$ cat src/rtl/yiwei_ctrl.sv
// Command sequencer for a W-bit universal shift register: accepts one command over
// valid/ready, drives sel/data/Rin/Lin for the required cycles, and pulses done with the result.
module yiwei_ctrl #(
   parameter int W  = 4,
   parameter int CW = 3
) (
   input  logic          clk,
   input  logic          clr,
   input  logic          cmd_valid,
   output logic          cmd_ready,
   input  logic [2:0]    cmd_op,
   input  logic [CW-1:0] cmd_cnt,
   input  logic [W-1:0]  cmd_data,
   input  logic          ser_in,
   input  logic [W-1:0]  qin,
   output logic [1:0]    sel,
   output logic [W-1:0]  data,
   output logic          Rin,
   output logic          Lin,
   output logic          busy,
   output logic          done,
   output logic [W-1:0]  result
);

   typedef enum logic [1:0] {IDLE, LOAD, SHIFT, DONE} state_t;

   localparam logic [2:0] OP_NOP = 3'b000, OP_LOAD = 3'b001, OP_SHR = 3'b010,
                          OP_SHL = 3'b011, OP_ROR = 3'b100, OP_ROL = 3'b101,
                          OP_ASR = 3'b110, OP_CLR = 3'b111;

   state_t        state_q, state_d;
   logic [2:0]    op_q, op_d;
   logic [CW-1:0] cnt_q, cnt_d;
   logic [W-1:0]  ld_q, ld_d;
   logic [1:0]    sel_q;
   logic [W-1:0]  dat_q;
   logic          busy_q, done_q, rdy_q;

   always_comb begin
      state_d = state_q;
      op_d    = op_q;
      cnt_d   = cnt_q;
      ld_d    = ld_q;
      case (state_q)
         IDLE: if (cmd_valid) begin
            op_d  = cmd_op;
            cnt_d = cmd_cnt;
            ld_d  = (cmd_op == OP_LOAD) ? cmd_data : '0;
            case (cmd_op)
               OP_NOP:          state_d = DONE;
               OP_LOAD, OP_CLR: state_d = LOAD;
               default:         state_d = (cmd_cnt == '0) ? DONE : SHIFT;
            endcase
         end
         LOAD:  state_d = DONE;
         SHIFT: begin
            // Counter stops at 1, so it can never wrap.
            if (cnt_q == CW'(1)) state_d = DONE;
            else                 cnt_d   = cnt_q - CW'(1);
         end
         default: state_d = IDLE;
      endcase
   end

   // Outputs are registered from the next state so they track state_q exactly.
   always_ff @(posedge clk) begin
      if (clr) begin
         state_q <= IDLE;
         op_q    <= OP_NOP;
         cnt_q   <= '0;
         ld_q    <= '0;
         sel_q   <= 2'b00;
         dat_q   <= '0;
         busy_q  <= 1'b0;
         done_q  <= 1'b0;
         rdy_q   <= 1'b1;
      end else begin
         state_q <= state_d;
         op_q    <= op_d;
         cnt_q   <= cnt_d;
         ld_q    <= ld_d;
         case (state_d)
            LOAD:    sel_q <= 2'b11;
            SHIFT:   sel_q <= op_d[0] ? 2'b10 : 2'b01;
            default: sel_q <= 2'b00;
         endcase
         dat_q  <= (state_d == LOAD) ? ld_d : '0;
         busy_q <= (state_d != IDLE);
         done_q <= (state_d == DONE);
         rdy_q  <= (state_d == IDLE);
      end
   end

   always_comb begin
      Rin = 1'b0;
      Lin = 1'b0;
      if (state_q == SHIFT) begin
         case (op_q)
            OP_SHR:  Rin = ser_in;
            OP_ROR:  Rin = qin[0];
            OP_ASR:  Rin = qin[W-1];
            OP_SHL:  Lin = ser_in;
            OP_ROL:  Lin = qin[W-1];
            default: ;
         endcase
      end
   end

   assign sel       = sel_q;
   assign data      = dat_q;
   assign busy      = busy_q;
   assign done      = done_q;
   assign cmd_ready = rdy_q;
   assign result    = done_q ? qin : '0;

endmodule

$ cat config.mk
export PLATFORM = sky130hd
export DESIGN_NAME = yiwei_ctrl
export DESIGN_NICKNAME = d
export VERILOG_FILES = /design/src/rtl/yiwei_ctrl.sv
export SDC_FILE = /design/constraint.sdc
export NUM_CORES = 1
export LEC_CHECK = 0
export CORE_ASPECT_RATIO = 0.75
export CORE_MARGIN = 4
export CORE_UTILIZATION = 49
export DETAILED_ROUTE_END_ITERATION = 10
export PLACE_DENSITY_LB_ADDON = 0.08
export RECOVER_POWER = 25
export SLEW_MARGIN = 0
export SYNTH_ARGS = -nofsm -noshare
export SYNTH_HDL_FRONTEND = slang
export SYNTH_SLANG_ARGS = --single-unit
$ cat constraint.sdc
create_clock -name clk -period 5.7 [get_ports clk]
set_input_delay 0.855 -clock clk [delete_from_list [all_inputs] [get_ports clk]]
set_output_delay 0.855 -clock clk [all_outputs]
set_load 0.005 [all_outputs]
==> metrics.cfg <==
[status]
status = finished clean

[cts]
numCtsBuffers = 3
post_cts_buffers = 0
clock-sinks = 21
cts_root_buf = clkbuf_4
cts_buffer_depth = 2
cts_tree = done
clk_latency_ps = 310
clk_pin_slew_ps = 120
cts_hold_buf = 0
htree_levels = 1
cts_resized = 0

[synthesis]
synth_flop_cell = dfxtp_1
netlist_instances = 122
synthMuxAreaShare_pct = 2.89
ys_top_cells_by_area = dfxtp_1, ha_1, nor2_1
synth_cell_types = 36
syn_avg_cell_area_sq_um = 8.88
seq_area_frac_synth_pct = 38.8
yosys.area.top_type = dfxtp_1
synth_top_area_share_pct = 38.8
synth-edff-count = 0
yosys.area_share.simple_pct = 20.1
synth_compound_area_share_pct = 17.6
yosys.area_share.adder_pct = 11.5
ys_warn_count = 0
mappedNetlistNets = 150
synth_top_family_by_area = simple AND/OR/NAND/NOR gates
syn_area_sq_um = 1080
synth_seq_cells = 21
synthXorXnorAreaFrac_pct = 1.62
async_flop_share_pct = 0

[timing]
holdWs_ps = 501
fin_crit_sh_pct = 56.3
tightest_slew_ps = 485
fin_worst_skew_ps = 3.99
setup_viol = 0
relSlewSlack_pct = 67.2
max_freq_mhz = 311
drv_slew = 0
hold_viol = 0
rsz0062_at_grt = false
fin_setup_tns_ps = 0
period_minus_slack_ps = 3210

[cells_and_area]
mostFrequentLayoutCells = clkdlybuf4s50_1, dfxtp_1, nor2_1
layout_commonest_cell = clkdlybuf4s50_1
area_growth_pct = 30.5
diodes = 0
final.fill_count = 179
final_nets = 181
drive_gt1_share_pct = 5.92

[pwr]
power.leakage_uw = 0.000575
peakVddDrop_uv = 365
powerDensity_nw_per_um2 = 413

[worst_setup_path]
r2r_start = state_q[0]
cp-end-kind = output pin
critPathMaxFanout = 3
critPathLaunchType = input pin
rr_worst_depth = 8
reg2reg_slack_ps = 3460
reg2reg_to = sel[0]
cp-endpoint = Rin
crit_start = qin[3]
crit_required_ps = 4850
crit_arrival_ps = 2360
critical_path_class = in2out

[floorplanning]
die_y_microns = 48.7
rows = 14
dieArea_sq_um = 3040
core_sq_um = 2050
die_w_microns = 62.3
initial_core_util_pct = 52.9
ios = 33

[route]
drtPass1Iterations = 4
drt_iter0_markers = 42
wl_microns = 2530
antenna_left = 0
route.detailed.drc = 0
via_per_inst = 5.40
wl_per_cell_microns = 14.4
via_count = 950

[global_route]
grt_antenna_before_repair = 0
grt_usage_pct = 17.6
grt_pass1_wl_microns = 4370
grt_max_degree = 14
grt_overflow = 0
first_global_vias = 975

[placed_design]
io_buffers = 32
gp_congestion = 0.789
dp_hpwl_microns = 2020

[job]
cap_violations = 0

[min_path]
hp-class = reg2reg

==> registers in the layout, summed over array words and instances, names as in the netlist <==
name	cells
busy	1
op_q	3
sel	2
cnt_q	3
ld_q	4
state_q	2
done	1
data	4
cmd_ready	1
==> how the worst min path moves through the flow <==
stage,start,end,slack [ps],depth (start not counted)
3_3_place_gp,ld_q[2],ld_q[2],460,2
3_5_place_dp,ld_q[0],data[0],480,2
6_report,cnt_q[2],cnt_q[2],500,2
4_1_cts,cnt_q[2],cnt_q[2],510,2
5_1_grt,cnt_q[2],cnt_q[2],540,2
2_1_floorplan,ld_q[0],data[0],450,2
==> critical path, stage by stage <==
cell and delay [ps]:
clkdlybuf4s50_1 490, mux2i_1 90, mux2_2 260, nor3_1 130, clkdlybuf4s50_1 530
==> through the flow <==
step	cells	worst slack, ps	util, %	instance area [sq um]	power (uW)
floorplan	122	3490	-	1080	419
global placement	172	2530	67.6	1390	497
detailed placement	172	2470	67.6	1390	514
CTS	176	2470	69.0	1410	590
global route	176	2440	69.0	1410	638
finish	176	2490	69.0	1410	584
==> power by group <==
part / total (uW) / internal (uW) / switching [uW]
Clock: 72.2 / 26.3 / 46.0
Sequential: 205 / 182 / 22.6
Combinational: 307 / 148 / 158
==> cells by family (layout without fill, tap and decap cells) <==
family                     Yosys count  after routing
xor gates and xnor gates             2              2
muxes                                3              3
DFF                                 21             21
and+or+nand+nor                     43             43
adders and majority gates           10             10
buffers and inverters               15             45
AOI/OAI and AO/OA                   28             28
==> Yosys cell counts (2+ instances only) <==
| master | n |
|---|---|
| dfxtp_1 | 21 |
| nor2_1 | 14 |
| ha_1 | 10 |
| inv_1 | 9 |
| nand2_1 | 8 |
| a21oi_1 | 7 |
| o21ai_0 | 6 |
| a32oi_1 | 4 |
| and2_1 | 4 |
| nor3_1 | 4 |
| buf_6 | 3 |
| a31oi_1 | 2 |
| and3_1 | 2 |
| buf_2 | 2 |
| mux2i_1 | 2 |
| nand3_1 | 2 |
| nor2b_1 | 2 |
| or2_2 | 2 |
==> metal layers <==
metal,global-route usage (%),share of wire [%]
met5,0,0
met4,5.30,1.1
met3,4.86,6.2
met2,29.5,48
met1,21.8,45
==> layout make-up <==
class                      count  area, sq um  area share [%]
sequential                    21          420            29.7
multi-input combinational     86          582            41.2
inverter                       9         33.8            2.39
tap                           24         30.0            2.12
clock buffer                   3         22.5            1.59
timing repair buffer          32          320            22.7
clock inverter                 1         5.00           0.354
Note: power is estimated with default switching activity, not from simulation.
